$ cat config.mk
export PLATFORM = sky130hd
export DESIGN_NAME = keypad_entry_ctrl
export DESIGN_NICKNAME = d
export VERILOG_FILES = /design/src/rtl/keypad_entry_ctrl.sv
export SDC_FILE = /design/constraint.sdc
export NUM_CORES = 1
export LEC_CHECK = 0
export BUFFER_PORTS_ARGS = -buffer_cell sky130_fd_sc_hd__buf_2
export CORE_MARGIN = 2
export CORE_UTILIZATION = 54
export CTS_CLUSTER_DIAMETER = 30
export CTS_CLUSTER_SIZE = 14
export DETAILED_ROUTE_END_ITERATION = 8
export PLACE_DENSITY = 0.89
export SETUP_SLACK_MARGIN = 0.15
export SYNTH_ARGS = -nofsm -noshare
export SYNTH_HDL_FRONTEND = slang
export SYNTH_SLANG_ARGS = --single-unit
$ cat constraint.sdc
create_clock -name clk -period 3.43 [get_ports clk]
set_clock_uncertainty 0.2 [all_clocks]
set_input_delay 1.029 -clock clk [delete_from_list [all_inputs] [get_ports clk]]
set_output_delay 1.029 -clock clk [all_outputs]
set_load 0.05 [all_outputs]
$ cat src/rtl/keypad_entry_ctrl.sv
// 4x4 keypad scanner, frame-based debouncer and guess-entry controller.
// Define KEYPAD_DUP_REJECT_EN to refuse digits already present in the guess.
module keypad_entry_ctrl #(
   parameter int SCAN_DIV  = 50000,
   parameter int DEB_SCANS = 4,
   parameter int DIGITS    = 4
) (
   input  logic                clk,
   input  logic                rst,
   input  logic [3:0]          keypadCol,
   output logic [3:0]          keypadRow,
   output logic                key_valid,
   output logic [3:0]          key_code,
   output logic [4*DIGITS-1:0] guess,
   output logic [2:0]          guess_len,
   output logic                guess_ready,
   input  logic                guess_ack
);

   localparam int               DIV_W    = (SCAN_DIV > 1) ? $clog2(SCAN_DIV) : 1;
   localparam logic [DIV_W-1:0] DIV_LAST = DIV_W'(SCAN_DIV - 1);
   localparam logic [3:0]       DEB_N    = 4'(DEB_SCANS);
   localparam logic [2:0]       DIG_N    = 3'(DIGITS);

   typedef enum logic [1:0] {DB_IDLE, DB_CAND, DB_HELD, DB_REL} db_state_t;
   typedef enum logic {EN_ENTRY, EN_READY} en_state_t;

   logic [DIV_W-1:0]    div_q, div_d;
   logic [3:0]          row_q, row_d;
   logic [1:0]          frm_cnt_q, frm_cnt_d;
   logic [3:0]          frm_code_q, frm_code_d;
   db_state_t           db_q, db_d;
   logic [3:0]          deb_cnt_q, deb_cnt_d;
   logic [3:0]          cand_q, cand_d;
   logic                key_valid_q, key_valid_d;
   logic [3:0]          key_code_q, key_code_d;
   en_state_t           en_q, en_d;
   logic [4*DIGITS-1:0] guess_q, guess_d;
   logic [2:0]          len_q, len_d;
   logic                ready_q, ready_d;

   logic       tc, frame_end, frame_hit, dup;
   logic [3:0] frame_code;
   logic [1:0] row_idx, col_idx, base;
   logic [2:0] n_down, sum;
   logic [3:0] samp_code;

   function automatic logic [3:0] decode(input logic [1:0] r, input logic [1:0] c);
      logic [3:0] k;
      case ({r, c})
         4'h0: k = 4'h7;  4'h1: k = 4'h4;  4'h2: k = 4'h1;  4'h3: k = 4'h0;
         4'h4: k = 4'h8;  4'h5: k = 4'h5;  4'h6: k = 4'h2;  4'h7: k = 4'hA;
         4'h8: k = 4'h9;  4'h9: k = 4'h6;  4'hA: k = 4'h3;  4'hB: k = 4'hB;
         4'hC: k = 4'hC;  4'hD: k = 4'hD;  4'hE: k = 4'hE;  default: k = 4'hF;
      endcase
      return k;
   endfunction

   // Scan divider, row rotation and per-frame key accumulation.
   // NOTE: every signal written here gets a default first, so no latch is inferred.
   always_comb begin
      tc         = (div_q == DIV_LAST);
      div_d      = tc ? '0 : div_q + DIV_W'(1);
      row_d      = row_q;
      frm_cnt_d  = frm_cnt_q;
      frm_code_d = frm_code_q;
      frame_end  = 1'b0;
      frame_hit  = 1'b0;
      frame_code = frm_code_q;

      case (row_q)
         4'b1101: row_idx = 2'd1;
         4'b1011: row_idx = 2'd2;
         4'b0111: row_idx = 2'd3;
         default: row_idx = 2'd0;
      endcase

      n_down  = 3'd0;
      col_idx = 2'd0;
      for (int i = 0; i < 4; i++) begin
         if (!keypadCol[i]) begin
            n_down  = n_down + 3'd1;
            col_idx = 2'(i);
         end
      end
      samp_code = decode(row_idx, col_idx);
      base      = (row_q == 4'b1110) ? 2'd0 : frm_cnt_q;
      sum       = {1'b0, base} + n_down;

      if (tc) begin
         frm_cnt_d  = (sum >= 3'd2) ? 2'd2 : sum[1:0];
         frm_code_d = (n_down == 3'd1) ? samp_code : frm_code_q;
         case (row_q)
            4'b1110: row_d = 4'b1101;
            4'b1101: row_d = 4'b1011;
            4'b1011: row_d = 4'b0111;
            default: row_d = 4'b1110;
         endcase
         frame_end  = (row_q == 4'b0111);
         frame_hit  = (frm_cnt_d == 2'd1);
         frame_code = frm_code_d;
      end
   end

   // Debounce: one step per completed frame; a ghost frame counts as no key.
   always_comb begin
      db_d        = db_q;
      deb_cnt_d   = deb_cnt_q;
      cand_d      = cand_q;
      key_valid_d = 1'b0;
      key_code_d  = key_code_q;
      if (frame_end) begin
         case (db_q)
            DB_IDLE: if (frame_hit) begin
               cand_d = frame_code;
               if (DEB_N == 4'd1) begin
                  key_valid_d = 1'b1;
                  key_code_d  = frame_code;
                  db_d        = DB_HELD;
               end else begin
                  deb_cnt_d = 4'd1;
                  db_d      = DB_CAND;
               end
            end
            DB_CAND: if (frame_hit && frame_code == cand_q) begin
               if (deb_cnt_q + 4'd1 == DEB_N) begin
                  key_valid_d = 1'b1;
                  key_code_d  = cand_q;
                  db_d        = DB_HELD;
               end else begin
                  deb_cnt_d = deb_cnt_q + 4'd1;
               end
            end else begin
               db_d = DB_IDLE;
            end
            DB_HELD: if (!frame_hit) begin
               deb_cnt_d = 4'd1;
               db_d      = (DEB_N == 4'd1) ? DB_IDLE : DB_REL;
            end
            default: if (frame_hit) begin
               db_d = DB_HELD;
            end else if (deb_cnt_q + 4'd1 == DEB_N) begin
               db_d = DB_IDLE;
            end else begin
               deb_cnt_d = deb_cnt_q + 4'd1;
            end
         endcase
      end
   end

`ifdef KEYPAD_DUP_REJECT_EN
   always_comb begin
      dup = 1'b0;
      for (int i = 0; i < DIGITS; i++) begin
         if (3'(i) < len_q && guess_q[4*i +: 4] == key_code_q) dup = 1'b1;
      end
   end
`else
   assign dup = 1'b0;
`endif

   // Entry: digits shift in at the low nibble; ack in READY takes priority over keys.
   always_comb begin
      en_d    = en_q;
      guess_d = guess_q;
      len_d   = len_q;
      ready_d = ready_q;
      case (en_q)
         EN_ENTRY: if (key_valid_q) begin
            if (key_code_q <= 4'd9) begin
               if (len_q < DIG_N && !dup) begin
                  guess_d = (guess_q << 4) | (4*DIGITS)'(key_code_q);
                  len_d   = len_q + 3'd1;
               end
            end else if (key_code_q == 4'hA) begin
               guess_d = '0;
               len_d   = 3'd0;
            end else if (key_code_q == 4'hB && len_q == DIG_N) begin
               ready_d = 1'b1;
               en_d    = EN_READY;
            end
         end
         default: if (guess_ack) begin
            guess_d = '0;
            len_d   = 3'd0;
            ready_d = 1'b0;
            en_d    = EN_ENTRY;
         end
      endcase
   end

   // NOTE: state registers use non-blocking assignments so all flops update together.
   always_ff @(posedge clk or posedge rst) begin
      if (rst) begin
         div_q       <= '0;
         row_q       <= 4'b1110;
         frm_cnt_q   <= 2'd0;
         frm_code_q  <= 4'd0;
         db_q        <= DB_IDLE;
         deb_cnt_q   <= 4'd0;
         cand_q      <= 4'd0;
         key_valid_q <= 1'b0;
         key_code_q  <= 4'd0;
         en_q        <= EN_ENTRY;
         guess_q     <= '0;
         len_q       <= 3'd0;
         ready_q     <= 1'b0;
      end else begin
         div_q       <= div_d;
         row_q       <= row_d;
         frm_cnt_q   <= frm_cnt_d;
         frm_code_q  <= frm_code_d;
         db_q        <= db_d;
         deb_cnt_q   <= deb_cnt_d;
         cand_q      <= cand_d;
         key_valid_q <= key_valid_d;
         key_code_q  <= key_code_d;
         en_q        <= en_d;
         guess_q     <= guess_d;
         len_q       <= len_d;
         ready_q     <= ready_d;
      end
   end

   assign keypadRow   = row_q;
   assign key_valid   = key_valid_q;
   assign key_code    = key_code_q;
   assign guess       = guess_q;
   assign guess_len   = len_q;
   assign guess_ready = ready_q;

endmodule

-- Yosys cells after proc, flatten, opt, wreduce, memory -nomap -nowiden
Memory sizes are Yosys's and may differ from the RTL's.
Index checks and enable logic that the tools add are counted.
- memory bits (read-only): 64
- input port bits: 7
- word-level logic and storage cells: 118
- register bits: 62
- output and inout bits: 29
- memories kept: 1
- latch bits: 0
- bits in writable memories: 0
- bitwise gates (word level): 1
- div/mod/pow operators: 0
- multiplexer cells: 57
- shifts and indexed selects: 0
- add/subtract/negate cells: 7
- $lt $le $gt $ge: 3
- multipliers: 0
- eq/ne operators: 23
- reduce and logical (&&, ||, !) cells: 13
- memory list (memory ; words ; width ; read ports ; clocked after Yosys merged registers in ; wr ports ; line ; text):
    (name not given) ; 16 ; 4 ; 1 ; 0 ; 0 ; 50 ; case ({r, c})
- operators by type and width (operator ; number):
    two-way mux 16 bit ; 7
    two-way mux 4 bit ; 7
    two-way mux 3 bit ; 9
    one-hot mux 4 bit (3 select lines) ; 2
    equality test 4 bit, second input constant ; 5
    two-way mux 1 bit ; 20
    two-way mux 2 bit ; 10
    adder 16 x 1 -> 16 bit, second input constant ; 1
    equality test 16 bit, second input constant ; 1
    OR 16 x 4 -> 16 bit ; 1
    AND reduction 5 bit ; 3
    adder 3 x 1 -> 3 bit, second input constant ; 4
    != test 2 bit, second input constant ; 6
    one-hot mux 2 bit (3 select lines) ; 2
    equality test 4 x 3 -> 1 bit, second input constant ; 2
    AND reduction 4 bit ; 2
    adder 4 x 1 -> 4 bit, second input constant ; 1
    equality test 2 x 1 -> 1 bit, second input constant ; 2
    equality test 4 bit ; 1
    less-or-equal comparator 4 bit, second input constant ; 1
    nonzero test 2 bit ; 2
    nonzero test 4 bit ; 1
    adder 2 x 3 -> 3 bit ; 1
    equality test 3 x 1 -> 1 bit, second input constant ; 1
    other kinds (11) ; 12

-- Logic depth before layout (Yosys ltp)
Gate-level depths: netlist of run 1.
- word-level depth: 16
- gate-level depth with buffers: 14
- mapped depth without buffers: 14

-- Least setup slack after synthesis of run 1
No wires, ideal clock.
- path kind: in2reg
- start: input keypadCol[0]
- end: register key_code_q[0], in the netlist key_code[0]
- stages: 14
- slack: -0.878 ns
- data arrival time: 3.983 ns
- cells stage by stage: inv_1 > ha_1 > xnor3_1 > inv_2 > ha_1 > inv_1 > fa_1 > nand3_1 > mux2i_1 > and2_1 > nand2_1 > nor2_2 > and4b_4 > mux2_4
- longest elaborated chain between the ends: 14
- elaborated cells on any way between the ends: 18
- ends and longest elaborated chain (item ; line ; text):
    start, declared ; 10 ; input logic [3:0] keypadCol,
    two-way mux 1 bit (*) ; 81 ; if (!keypadCol[i]) begin
    adder 3 x 1 -> 3 bit ; 82 ; n_down = n_down + 3'd1;
    two-way mux 3 bit (*) ; 81 ;
    adder 3 x 1 -> 3 bit ; 82 ;
    two-way mux 3 bit (*) ; 81 ;
    adder 3 x 1 -> 3 bit ; 82 ;
    two-way mux 3 bit (*) ; 81 ;
    adder 2 x 3 -> 3 bit ; 88 ; sum = {1'b0, base} + n_down;
    >= comparator 3 x 2 -> 1 bit ; 91 ; frm_cnt_d = (sum >= 3'd2) ? 2'd2 : sum[1:0];
    two-way mux 2 bit ; 91 ;
    equality test 2 x 1 -> 1 bit ; 100 ; frame_hit = (frm_cnt_d == 2'd1);
    two-way mux 1 bit ; 90 ; if (tc) begin
    logical AND 1 bit (*) ; 125 ; DB_CAND: if (frame_hit && frame_code == cand_q) begin
    AND reduction 4 bit (no source line) (*) ; n/a ;
    end signal, assigned ; 217 ; key_code_q <= key_code_d;
    end, declared ; 36 ; logic [3:0] key_code_q, key_code_d;
Every way passes the cells marked *; elsewhere a longest branch is shown, timed or not.
A chain may end at the register's enable or synchronous reset.

-- Worst setup path after layout of run 1
- start: input keypadCol[0]
- end: register deb_cnt_q[3]
- longest elaborated chain between the ends: 15
- elaborated cells on any way between the ends: 22
- ends and longest elaborated chain (item ; line ; text):
    two-way mux 1 bit (*) ; 81 ;
    adder 3 x 1 -> 3 bit ; 82 ;
    two-way mux 3 bit (*) ; 81 ;
    adder 3 x 1 -> 3 bit ; 82 ;
    two-way mux 3 bit (*) ; 81 ;
    adder 3 x 1 -> 3 bit ; 82 ;
    two-way mux 3 bit (*) ; 81 ;
    adder 2 x 3 -> 3 bit ; 88 ;
    >= comparator 3 x 2 -> 1 bit ; 91 ;
    two-way mux 2 bit ; 91 ;
    equality test 2 x 1 -> 1 bit ; 100 ;
    two-way mux 1 bit ; 90 ;
    logical AND 1 bit ; 125 ;
    != test 2 bit (no source line) ; n/a ;
    AND reduction 5 bit (no source line) (*) ; n/a ;
    end signal, assigned ; 214 ; deb_cnt_q <= deb_cnt_d;
    end, declared ; 33 ; logic [3:0] deb_cnt_q, deb_cnt_d;
Marks and branches as above.

==> out/qor.yml, run 1 <==
path_cells: "buf_12, ha_4, mux2_4, xnor2_4, nor2_2, a21oi_2, fa_1, nand3b_1, mux2i_2, mux2i_1, nand2_2, a2111oi_2, a311o_1, o21ai_2"
finalCriticalPeriod_ps: 3900
final_nets: 504
finalPower_mw: 1.59
maxSlewHeadroom: 0.694
min-delay-start: "div_q[0]"
grt_pass1_wl_mm: 14.7
final_cell_area_mm2: 0.00475
required_ps: 3480
drc: 0
rows: 30
die_area_mm2: 0.00755
rsz0062_at_grt: "yes"
routedWlPerCell_um: 15.7
min_path_type: "reg -> reg"
core_mm2: 0.00672
ys_ff_latch: 62
tritoncts: "built"
yosysMostFrequentCell: "nand2_1"
r2r_cells: 13
fp.dieH_um: 86.9
cp_top_family: "multiplexers"
clock_latency_ps: 350
n_antenna_cell: 0
start_util: 0.552
dp_hpwl_mm: 5.95
layout_setup_ws_ps: -468
critPathBufInv: 1
tightest_slew_ps: 457
clockBufferDepth: 2
worstReg2RegEnd: "deb_cnt_q[3]"
numCtsBuffers: 9
final_max_slew_viol_count: 0
r2r-start: "keypadRow[2]"
cp-end-kind: "flop"
vdd.ir_drop.worst_mv: 0.185
fmax_mhz: 257
grt_pass1_vias: 3121
arrival_ps: 3940
drt_first_pass_iters: 5
pre_cts_ws_ps: -980
min_path_cells: 1
critPathKind: "in -> reg"
yosysTopAreaCell: "dfrtp_1"
synth_seq_area_share: 0.419
gr-total-overflow: 0
critPathMaxFanout: 6
p_leak_nw: 2.15
dominantRegCellSynth: "dfrtp_1"
synth_edf_count: 0
drv_cap: 0
synth_area_leaders: "dfrtp_1 (40%), nand2_1 (6.5%), ha_1 (5.7%), o21ai_0 (3.5%), xnor2_1 (3.1%)"
synth_cells: 402
placed_area_mm2: 0.00426
avgSynthCellArea_um2: 9.23
drtIter0Drc: 184
cts_root_buf: "clkbuf_8"
startpoint_type: "input port"
violations: "setup timing"
antenna_found_initial: 0
holdPathEnd: "div_q[0]"
rrSetupSlack_ps: 80
cpPeakStageDelay_ps: 550
detail-route-antenna-nets: 0
gp_congestion: 0.859
yosys_warnings: 0
htree_levels: 3
status: "complete, but fails checks"
wl_mm: 8.85
grt_max_degree: 44
synth_cell_types: 66
synth_common_cells: "nand2_1 (64), dfrtp_1 (59), nor2_1 (28)"
fill_cells: 465
vias: 3283
power.density_mw_per_mm2: 336
instances_no_fill: 564
setup_viol: 14
gr-usage-all-layers: 0.246
area_delta_synth_final_pct: 28.0
async_flop_share: 1.00
portBuffers: 35
dp.cells: 537
syn-num-nets: 427
synth.top_cell.area_share: 0.398
fp.dieW_um: 86.9
path_clk_slew_ps: 80
cts_sinks: 62
drive_gt1_frac: 0.320
synth_area_mm2: 0.00371
min_period_over_period: 1.14
cp_slowest_cell: "fa_1"
viasPerCell: 5.82
hold_viol: 0
top_level_ports: 36
## area by class of cell
type,count,area (um2),area share
Clock inverter,6,68.8,0.0145
Tap cell,80,100,0.0211
Timing Repair Buffer,82,577,0.121
Clock buffer,10,138,0.0290
Multi-Input combinational cell,302,2210,0.465
Sequential cell,62,1560,0.327
Inverter,22,100,0.0211
## state kept, by name, indices dropped and copies added, names as in the netlist
register     count
frm_code_q       4
cand_q           4
en_q             1
div_q           16
guess           16
key_code         4
deb_cnt_q        4
key_valid        1
frm_cnt_q        2
guess_len        3
keypadRow        4
db_q             2
guess_ready      1
## routing by layer
metal | share of wire | global-route usage | up-vias
met5 | 0 | 0 | -
met4 | 0.018 | 0.0724 | 0
met3 | 0.040 | 0.0559 | 23
met2 | 0.52 | 0.414 | 99
met1 | 0.42 | 0.318 | 1596
li1 | - | - | 1565
## worst max path at each step
| stage | from | endpoint | depth (start not counted) |
|---|---|---|---|
| after detailed placement | keypadCol[0] | deb_cnt_q[3] | 14 |
| final | keypadCol[0] | deb_cnt_q[3] | 14 |
| after CTS | keypadCol[0] | deb_cnt_q[3] | 15 |
| after global routing | keypadCol[0] | deb_cnt_q[3] | 15 |
| after floorplan | keypadCol[0] | key_code[0] | 14 |
| after global placement | keypadCol[0] | deb_cnt_q[3] | 15 |
## repair_timing
item / CTS / global route
hold buffers: 0 / 0
hold endpoints to repair: 0 / 0
buffers inserted: 6 / 5
pin swaps: 6 / 6
resized for setup: 32 / 13
endpoints found under the setup margin: 15 / 16
## layout by cell type, fill, tap and decap left out, drive strengths merged, types with 6 or more instances in the layout
cell	n
buf	82
nand2	64
dfrtp	59
nor2	29
o21ai	29
inv	23
a21oi	17
ha	17
nand3	15
xnor2	13
mux2	11
clkbuf	10
nor2b	8
nand4	8
xor2	8
a31oi	6
mux2i	6
nor3	6
## report_power, final
part	internal, mW	switching [mW]	total, mW
Combinational	0.0883	0.0933	0.182
Sequential	0.732	0.00206	0.734
Clock	0.359	0.319	0.678
Total	1.18	0.414	1.59
## stage by stage
stage	hold WS [ps]	utilization	setup TNS, ps
2_1_floorplan	225	-	-5230
3_3_place_gp	237	0.635	-9070
3_5_place_dp	245	0.635	-10640
5_1_grt	287	0.707	-5870
4_1_cts	255	0.692	-3310
6_report	254	0.707	-4660
## cell families after synthesis
kind of cell	after synthesis	synth area share
XOR/XNOR	22	0.0556
buffers and inverters	38	0.0411
AO/OA/AOI/OAI	78	0.138
adder cells (fa/ha/maj)	19	0.0654
flip-flops	62	0.419
multiplexers	17	0.0536
AND/OR/NAND/NOR	166	0.227
No activity file was read; power rests on OpenSTA's default activity.
==> inputs of run 2 (changes only) <==
--- a/config.mk
+++ b/config.mk
@@ -6,8 +6,10 @@
 export NUM_CORES = 1
 export LEC_CHECK = 0
 export BUFFER_PORTS_ARGS = -buffer_cell sky130_fd_sc_hd__buf_2
+export CORE_ASPECT_RATIO = 0.8
 export CORE_MARGIN = 2
 export CORE_UTILIZATION = 54
+export CTS_BUF_LIST = sky130_fd_sc_hd__clkbuf_16
 export CTS_CLUSTER_DIAMETER = 30
 export CTS_CLUSTER_SIZE = 14
 export DETAILED_ROUTE_END_ITERATION = 8
==> out/qor.yml, run 2 (same netlist as run 1, synthesis figures left out) <==
final_cell_mix: "nand2_1 (62), dfrtp_1 (59), buf_4 (48)"
gr-total-overflow: 0  # unchanged
die_area_mm2: 0.00756  # about the same
rsz0062_at_grt: "yes"
cp_slowest_cell: "fa_1"
clock_latency_ps: 330  # -20 ps
cpPeakStageDelay_ps: 550  # about the same
drt_first_pass_iters: 5  # unchanged
violations: "setup timing"
wl_mm: 10.9  # +23%
fmax_mhz: 249  # -2.8%
critPathKind: "in -> reg"
fill_cells: 406  # -13%
startpoint_type: "input port"
path_cells: "buf_12, ha_4, mux2_4, xnor2_4, nor2_2, a21oi_2, fa_1, nand3b_1, mux2i_4, mux2i_2, nand2_2, buf_6, or4_1, o21ai_1"
viasPerCell: 6.18  # +6.1%
power.density_mw_per_mm2: 379  # +13%
internal-power_mw: 1.40  # +18%
setup_viol: 15  # +1
drive_gt1_frac: 0.317  # -0.00317
antenna_found_initial: 0  # unchanged
finalCriticalPeriod_ps: 4010  # +114 ps
drc: 0  # unchanged
routedWlPerCell_um: 18.8  # +20%
arrival_ps: 4060  # +120 ps
cp-end-kind: "flop"
status: "complete, but fails checks"
grt_pass1_vias: 3456  # +11%
top_level_ports: 36  # unchanged
vias: 3559  # +8.4%
clockBufferDepth: 2  # unchanged
path_clk_slew_ps: 50  # -30 ps
final_cell_area_mm2: 0.00489  # +3.0%
power_switching_mw: 0.456  # +10%
p_clk_frac: 0.491  # +0.066
start_util: 0.570  # +0.0181
combPwrFrac: 0.112  # -0.002
maxSlewHeadroom: 0.590  # -0.105
cts_root_buf: "clkbuf_16"
htree_levels: 3  # unchanged
dp_hpwl_mm: 5.94  # -0.26%
fp.dieW_um: 96.7  # +11%
grt_pass1_wl_mm: 16.4  # +12%
min_period_over_period: 1.17  # +0.0332
n_antenna_cell: 0  # unchanged
layout_commonest_cell: "nand2_1"
tritoncts: "built"
portBuffers: 35  # unchanged
area_delta_synth_final_pct: 31.9
drtIter0Drc: 269  # +46%
grt_max_degree: 35  # -20%
critPathMaxFanout: 4  # -2
min_path_type: "reg -> reg"
hold_viol: 0  # unchanged
tightest_slew_ps: 615  # +158 ps
pwr-share-seq: 0.397  # -0.064
fp.dieH_um: 78.1  # -10%
rows: 26  # -13%
gr-usage-all-layers: 0.269  # +0.0230
vdd.ir_drop.worst_mv: 0.213  # +15%
setup_tns_ps: -6530  # -1870 ps
final_max_slew_viol_count: 0  # unchanged
cts_sinks: 62  # unchanged
detail-route-antenna-nets: 0  # unchanged
p_leak_nw: 2.22  # +3.1%
swShare: 0.246  # -0.0137
gp_congestion: 0.898  # +4.5%
drv_cap: 0  # unchanged
required_ps: 3480  # about the same
layout_setup_ws_ps: -582  # -114 ps
numCtsBuffers: 9  # unchanged
cts_hold_buf: 0  # unchanged
final_nets: 512  # +1.6%
placed_area_mm2: 0.00428  # +0.47%
core_mm2: 0.00651  # -3.2%
## run 2: cell count changes in the layout (fill, tap and decap cells not counted), sizes merged
| cell | delta |
|---|---|
| clkinvlp | +1 |
| clkbuf | -1 |
| inv | -1 |
| clkinv | +1 |
| buf | +8 |
## run 2: critical path, delay by kind of cell
family	cells	cell delay, ps
muxes	3	850
adders and majority gates	2	700
buffers and inverters	2	280
AOI/OAI and AO/OA	2	210
xor gates and xnor gates	1	140
and+or+nand+nor	4	850
## run 2: per-layer routing
| layer | vias up | GRT usage | share of wire |
|---|---|---|---|
| met5 | - | 0 | 0 |
| met4 | 0 | 0.0930 | 0.040 |
| met3 | 56 | 0.0677 | 0.077 |
| met2 | 213 | 0.478 | 0.50 |
| met1 | 1707 | 0.321 | 0.38 |
| li1 | 1583 | - | - |
## run 2: repair_timing
item / CTS / global route
gates resized for setup: 24 / 13
pin swaps: 11 / 14
endpoints found under the setup margin: 15 / 16
setup buffers: 11 / 6
## run 2: worst paths after layout
| check | start | to | slack (ps) | cells after the start |
|---|---|---|---|---|
| setup / recovery | keypadCol[0] | deb_cnt_q[3] | -580 | 14 |
| hold / removal | div_q[0] | div_q[0] | 260 | 1 |
| setup reg to reg | keypadRow[2] | deb_cnt_q[3] | -30 | 13 |
| hold reg to reg | div_q[0] | div_q[0] | 260 | 1 |
| max in group asynchronous | rst | keypadRow[1] | 1790 | 3 |
| min in group asynchronous | rst | guess[10] | 570 | 2 |
## run 2: power by group through the flow
stage | clock, mW | sequential, mW | combinational, mW
after floorplan | 0 | 0.754 | 0.0872
after global placement | 0 | 0.748 | 0.141
after detailed placement | 0 | 0.748 | 0.150
after CTS | 0.916 | 0.736 | 0.180
after global routing | 0.962 | 0.736 | 0.219
final | 0.910 | 0.736 | 0.207
## run 2: layout make-up
class                   count  area [um2]  share of cell area
flip-flops and latches     62        1560               0.318
inverters                  22         100              0.0205
clock buffers               9         225              0.0460
multi-input cells         302        2180               0.446
repair buffers             90         648               0.132
well taps                  84         105              0.0215
clock inverters             7        75.1              0.0153
## run 2: through the flow
stage	utilization	setup slack [ps]	total power, mW	hold slack, ps	instances
detailed placement	0.658	-932	0.898	251	543
floorplan	-	-545	0.841	225	402
CTS	0.735	-374	1.83	258	570
finish	0.752	-582	1.85	256	576
global route	0.752	-661	1.92	303	576
global placement	0.658	-833	0.889	244	543
